===== src/rtl/fft_frame_sequencer.sv =====
// Frame controller for the FFT path: sequences SPI load -> feed -> core start -> run -> ready,
// with sticky overrun/timeout flags and a completed-frame counter.
module fft_frame_sequencer #(
    parameter int unsigned TIMEOUT_CYCLES = 65535,
    parameter int unsigned CNT_W          = 16
) (
    input  logic             clk,
    input  logic             reset,
    input  logic             spi_loaded,
    input  logic             in_sent,
    input  logic             out_buf_ready,
    input  logic             err_clear,
    output logic             in_enable,
    output logic             core_start,
    output logic             out_clear,
    output logic             frame_ready,
    output logic             busy,
    output logic             overrun,
    output logic             timeout,
    output logic [CNT_W-1:0] frame_count,
    output logic [2:0]       state_dbg
);

    localparam int unsigned TimerW = $clog2(TIMEOUT_CYCLES + 1);
    localparam logic [TimerW-1:0] TimerMax = TimerW'(TIMEOUT_CYCLES);

    typedef enum logic [2:0] {
        StIdle  = 3'd0,
        StFeed  = 3'd1,
        StStart = 3'd2,
        StRun   = 3'd3,
        StReady = 3'd4
    } state_e;

    state_e             state_q, state_d;
    logic [TimerW-1:0]  timer_q, timer_d;
    logic [CNT_W-1:0]   count_q, count_d;
    logic               sync1_q, sync2_q, sync3_q;
    logic               new_frame;
    logic               ovr_set, to_set;
    logic               in_enable_q, core_start_q, out_clear_q, frame_ready_q, busy_q;
    logic               overrun_q, timeout_q;

    // sync2_q is the synchronized level; sync3_q holds its previous value for edge detection
    assign new_frame = sync2_q & ~sync3_q;

    always_comb begin
        state_d = state_q;
        timer_d = timer_q;
        count_d = count_q;
        ovr_set = 1'b0;
        to_set  = 1'b0;
        unique case (state_q)
            StIdle: begin
                if (new_frame) begin
                    state_d = StFeed;
                    timer_d = '0;
                end
            end
            StFeed: begin
                ovr_set = new_frame;
                if (timer_q == TimerMax) begin
                    to_set  = 1'b1;
                    state_d = StIdle;
                    timer_d = '0;
                end else if (in_sent) begin
                    state_d = StStart;
                end else begin
                    timer_d = timer_q + 1'b1;
                end
            end
            StStart: begin
                ovr_set = new_frame;
                state_d = StRun;
                timer_d = '0;
            end
            StRun: begin
                ovr_set = new_frame;
                if (timer_q == TimerMax) begin
                    to_set  = 1'b1;
                    state_d = StIdle;
                    timer_d = '0;
                end else if (out_buf_ready) begin
                    state_d = StReady;
                    count_d = count_q + 1'b1;
                end else begin
                    timer_d = timer_q + 1'b1;
                end
            end
            StReady: begin
                if (new_frame) begin
                    state_d = StFeed;
                    timer_d = '0;
                end
            end
            default: state_d = StIdle;
        endcase
    end

    // Outputs are registered from the next-state decode so they line up with state_q
    always_ff @(posedge clk or negedge reset) begin
        if (!reset) begin
            state_q       <= StIdle;
            timer_q       <= '0;
            count_q       <= '0;
            sync1_q       <= 1'b0;
            sync2_q       <= 1'b0;
            sync3_q       <= 1'b0;
            in_enable_q   <= 1'b0;
            core_start_q  <= 1'b0;
            out_clear_q   <= 1'b0;
            frame_ready_q <= 1'b0;
            busy_q        <= 1'b0;
            overrun_q     <= 1'b0;
            timeout_q     <= 1'b0;
        end else begin
            sync1_q       <= spi_loaded;
            sync2_q       <= sync1_q;
            sync3_q       <= sync2_q;
            state_q       <= state_d;
            timer_q       <= timer_d;
            count_q       <= count_d;
            in_enable_q   <= (state_d == StFeed);
            out_clear_q   <= (state_d == StFeed) && (state_q != StFeed);
            core_start_q  <= (state_d == StStart);
            frame_ready_q <= (state_d == StReady);
            busy_q        <= (state_d == StFeed) || (state_d == StStart) || (state_d == StRun);
            overrun_q     <= ovr_set | (overrun_q & ~err_clear);
            timeout_q     <= to_set | (timeout_q & ~err_clear);
        end
    end

    assign in_enable   = in_enable_q;
    assign core_start  = core_start_q;
    assign out_clear   = out_clear_q;
    assign frame_ready = frame_ready_q;
    assign busy        = busy_q;
    assign overrun     = overrun_q;
    assign timeout     = timeout_q;
    assign frame_count = count_q;
    assign state_dbg   = state_q;

endmodule

===== config.mk =====
export PLATFORM = sky130hd
export DESIGN_NAME = fft_frame_sequencer
export DESIGN_NICKNAME = d
export VERILOG_FILES = /design/src/rtl/fft_frame_sequencer.sv
export SDC_FILE = /design/constraint.sdc
export NUM_CORES = 1
export LEC_CHECK = 0
export ABC_CLOCK_PERIOD_IN_PS = 1840
export BUFFER_PORTS_ARGS = -buffer_cell sky130_fd_sc_hd__buf_2
export CORE_MARGIN = 2
export CORE_UTILIZATION = 30
export CTS_CLUSTER_DIAMETER = 150
export CTS_CLUSTER_SIZE = 14
export DETAILED_ROUTE_END_ITERATION = 12
export GPL_TIMING_DRIVEN = 1
export SLEW_MARGIN = 25
export SYNTH_ARGS = -nofsm -noshare
export SYNTH_HDL_FRONTEND = slang
export SYNTH_SLANG_ARGS = --single-unit

===== constraint.sdc =====
create_clock -name clk -period 1.84 [get_ports clk]
set_input_delay 0.184 -clock clk [delete_from_list [all_inputs] [get_ports clk]]
set_output_delay 0.184 -clock clk [all_outputs]
set_load 0.05 [all_outputs]

# Word-level counts from Yosys, hierarchy flattened
# Cells that the tools add are included.
# totals
rom_bits,0
latch_bits,0
n_memories,0
wordCells,61
inputBits,6
mem_bits_rw,0
regBits,45
# classes
eq_ne,13
muxes,15
n_bitwise,8
reduce_logical,10
n_mul,0
shifts,0
add_sub_neg,2
magnitude_cmp,0
div,0
# ops
op,n
$mux 16,5
$pmux 16 s4,1
$add 16x1->16 const B,2
$eq 16x16->1 const B,1
$mux 3,5
$eq 3x2->1 const B,4
$pmux 3 s4,1
$eq 3x1->1 const B,2
$eq 3x3->1 const B,2
$ne 3x3->1 const B,2
$reduce_and 4->1,1
$reduce_bool 4->1,1
$reduce_or 2->1,2
$and 1x1->1,3
$logic_not 3->1,1
$mux 1,3
$ne 3x1->1 const B,1
$not 1->1,3
$reduce_and 3->1,1
$reduce_or 3->1,1
$logic_or 1x1->1,2
$ne 2x1->1 const B,1
$or 1x1->1,2
$logic_and 1x1->1,1

# Depth between registers and ports, before layout
# logic_depth
ltp_word,7
ltp_mapped,7
depth_no_buf,6

# Least setup slack after synthesis
# No wires, ideal clock.
# synth_path
path_type,register to register
startpoint,register state_q[1] (netlist: state_dbg[1])
endpoint,register timer_q[15]
stages_incl_launch_ff,7
path_buffers,1
synth_period_minus_slack_ns,2.275
path_slack_ns,-0.435
required_ns,1.763
arrival_time_ns,2.198
setup_time_ns,0.077
path_cell_list,dfrtp_1 > buf_6 > or4b_4 > a211oi_2 > o211ai_1 > or3_1 > a21oi_1
# synth_between
elab_chain_cells,4
# synth_rtl
element,line_no,source
from (decl),35,"state_e state_q, state_d;"
from (signal assigned),103,state_q <= StIdle;
from (signal assigned),120,state_q <= state_d;
$eq 3x3->1 or $logic_not 3->1 (tied branches),53,unique case (state_q)
$reduce_or 2->1 (no source line),n/a,
$ne 2x1->1 (no source line) or $reduce_bool 4->1 (tied branches),n/a,
$reduce_and 4->1 (no source line),n/a,
to (signal assigned),121,timer_q <= timer_d;
to (decl),36,"logic [TimerW-1:0] timer_q, timer_d;"
# Parallel ways exist; a longest one is shown, timed or not.
# A chain may end at the register's enable or synchronous reset.

# Worst setup path after layout
# layout_path
startpoint,register state_q[0] (netlist: state_dbg[0])
endpoint,register timer_q[11]
# The elaborated chain is that of the path after synthesis.

==> flow_metrics.env <==
export IMPL_outcome="complete, but fails checks"
export IMPL_violations="negative setup slack"
export IMPL_finClkSkew_ns=0.0112
export IMPL_htree_levels=2
export IMPL_die_x_microns=88.0
export IMPL_max_cap_violations=0
export IMPL_cts_buffer_depth=2
export IMPL_numCtsBuffers=5
export IMPL_r2r_start="state_dbg[0]"
export IMPL_reg2reg_setup_slack_ns=-0.06
export IMPL_power_leakage_nw=1.33
export IMPL_drv_slew=0
export IMPL_first_pass_iters=4
export IMPL_grt_ovfl_total=0
export IMPL_fp_dieArea_sq_um=7740
export IMPL_core_area_sq_um=6790
export IMPL_slew_headroom_pct=60.5
export IMPL_layout_min_cycle_time_ns=1.90
export IMPL_io_buffer_count=31
export IMPL_gp_congestion=0.828
export IMPL_async_flop_share_pct=100
export IMPL_track_usage_pct=13.6
export IMPL_synth_warnings=0
export IMPL_p_sw_share_pct=43.2
export IMPL_finalHoldViolCount=0
export IMPL_routed_wl_mm=5.03
export IMPL_clock_fmax_mhz=525
export IMPL_arrival_ns=2.15
export IMPL_cp_end_kind="flop"
export IMPL_syn_area_sq_um=2110
export IMPL_area_growth_pct=35.9
export IMPL_fin_ws_ns=-0.0638
export IMPL_yosysTopAreaCellShare_pct=53.3
export IMPL_cp_startpoint="state_dbg[0]"
export IMPL_cts_sinks=45
export IMPL_hold_start="err_clear"
export IMPL_r2r_end="timer_q[11]"
export IMPL_num_rows=30
export IMPL_worst_r2r_path_depth=5
export IMPL_ys_types=42
export IMPL_antenna_cells=0
export IMPL_die_h_microns=88.0
export IMPL_cp_required_ns=2.09
export IMPL_fill_cells=663
export IMPL_p_per_area_nw_per_um2=1250
export IMPL_peakVddDrop_mv=0.746
export IMPL_clk_pin_slew_ns=0.10
export IMPL_seq_power_share_pct=35.1
export IMPL_viasPerCell=4.79
export IMPL_synth_nets=211
export IMPL_synth_edf_count=0
export IMPL_synth_area_leaders="dfrtp_1, nand2_1, xnor2_1, o21ai_0, nor2_1"
export IMPL_grt_pass1_vias=1621
export IMPL_holdPathEnd="overrun"
export IMPL_utilization_pct=42.3
export IMPL_num_vias=1796
export IMPL_cts_root_buf="clkbuf_8"
export IMPL_syn_area_per_cell_sq_um=10.4
export IMPL_p_comb_share_pct=46.7
export IMPL_wl_per_cell_microns=13.4
export IMPL_antenna_found_initial=0
export IMPL_drc_errors=0
export IMPL_critical_path_peak_fanout=3
export IMPL_netlist_instances=203
export IMPL_worst_setup_path_type="reg2reg"
export IMPL_period_share_pct=103
export IMPL_clockPowerShare_pct=18.2
export IMPL_setup_violations=7
export IMPL_final_nets=286
export IMPL_synth_top_area_cell="dfrtp_1"
export IMPL_drtIter0Drc=135
export IMPL_initial_utilization_pct=31.1
export IMPL_ios=32
export IMPL_yosysSeqAreaShare_pct=53.3
export IMPL_ys_ff_latch=45
export IMPL_tightest_slew_ns=0.593
export IMPL_worstHoldPathType="in2reg"
export IMPL_grt_max_degree=26
export IMPL_netSwitchingPower_w=0.00155
export IMPL_clock_latency_ns=0.31
export IMPL_cts_tree="built"
export IMPL_grt_pass1_wl_mm=8.09
export IMPL_hpwlAfterDp_mm=3.67
export IMPL_dp_slack_ns=-0.0311
export IMPL_synthFlopType="dfrtp_1"
export IMPL_start_kind="flop"
export IMPL_whs_path_depth=2
export IMPL_layout_drive_gt1_share_pct=38.4
export IMPL_antenna_left=0
export IMPL_rsz0062_at_grt="true"
export IMPL_p_int_w=0.00204
-- cell usage in the layout, fill, tap and decap left out, types with 4 or more instances in the layout --
cell type  netlist  routed
buf_4            0      36
a21oi_1          4       4
dfrtp_1         45      39
o21ai_0         14       9
nor2_1          17      14
nand3_1          5       4
o21ai_1          4       8
buf_2            0      31
o31ai_1          4       4
xor2_1           6       6
xnor2_1         11      11
inv_1            6       6
nand4_1          7       7
dfrtp_2          0       6
clkbuf_8         0       5
nor3_1           5       4
nand2_1         27      27
-- per-stage QoR --
stage | power (W) | instances | hold slack (ns) | area, sq um | TNS [ns]
floorplan | 0.00230 | 203 | -0.112 | 2180 | -0.891
global placement | 0.00283 | 357 | 0.215 | 2650 | 0
detailed placement | 0.00284 | 357 | 0.222 | 2650 | -0.0615
CTS | 0.00355 | 375 | 0.0653 | 2830 | -0.0411
global route | 0.00380 | 375 | 0.0753 | 2870 | -1.46
finish | 0.00359 | 375 | 0.0725 | 2870 | -0.165
-- synth_stat cells, drive strengths merged (2+ instances only) --
cell type and count:
a31o 3, nand4 8, and3 3, xnor2 11, inv 6, o21ai 18, nor2 17, nand3 5
and2 2, ha 2, nand2 27, dfrtp 45, nand2b 3, a21o 2, or3 3, or4b 2
nor3 5, o211ai 3, xor2 6, o41ai 3, a31oi 2, o22ai 2, o31ai 4, and4 2
a21oi 4, mux2 2, nor4 3
-- cell families (layout without fill, tap and decap cells) --
| logic type | count (synthesis) | count (layout) | synth area share (%) |
|---|---|---|---|
| AO/OA/AOI/OAI | 46 | 46 | 14.7 |
| XOR/XNOR | 17 | 17 | 7.04 |
| AND/OR/NAND/NOR | 83 | 83 | 21.0 |
| adder cells (fa/ha/maj) | 2 | 2 | 1.18 |
| flip-flops | 45 | 45 | 53.3 |
| buffers and inverters | 8 | 84 | 1.77 |
| multiplexers | 2 | 2 | 1.07 |
-- area by class of cell --
type                            instances  area [sq um]  share of cell area, %
Sequential cell                        45          1130                   39.5
Multi-Input combinational cell        150          1050                   36.4
Timing Repair Buffer                   70           457                   15.9
Tap cell                               96           120                   4.18
Clock buffer                            5          68.8                   2.40
Clock inverter                          3          25.0                  0.871
Inverter                                6          22.5                  0.784
-- layer usage --
metal	part of all wire, %	track usage (%)	up-vias
met5	0	0	-
met4	1.7	5.45	0
met3	4.0	1.89	8
met2	45	19.2	41
met1	49	20.7	868
li1	-	-	879
-- worst max-delay path, cell delays in order (launching register included) --
cell,delay [ns]
dfrtp_2,0.42
or4b_4,0.54
a211oi_4,0.23
o211ai_1,0.15
or4_1,0.42
nand3_1,0.08
-- power groups by stage --
stage / sequential, W / clock, W / combinational [W]
2_1_floorplan: 0.00169 / 0 / 0.000611
3_3_place_gp: 0.00127 / 0 / 0.00156
3_5_place_dp: 0.00128 / 0 / 0.00156
4_1_cts: 0.00126 / 0.000667 / 0.00163
5_1_grt: 0.00128 / 0.000707 / 0.00181
6_report: 0.00126 / 0.000652 / 0.00168
-- worst max-delay path by stage --
stage | slack, ns | endpoint | cells after the start
2_1_floorplan | -0.23 | timer_q[11] | 6
3_3_place_gp | 0.02 | timer_q[11] | 5
3_5_place_dp | -0.03 | timer_q[11] | 5
4_1_cts | -0.03 | timer_q[11] | 5
5_1_grt | -0.13 | timer_q[9] | 7
6_report | -0.06 | timer_q[11] | 5
-- repair_timing --
| action | 4_1_cts | 5_1_grt |
|---|---|---|
| setup buffers | 8 | 2 |
| hold buffers | 2 | 0 |
| hold endpoints to repair | 24 | 0 |
| setup endpoints to repair | 3 | 25 |
| pin swaps | 5 | 6 |
| gates resized for setup | 1 | 12 |
No activity file was read; power rests on OpenSTA's default activity.
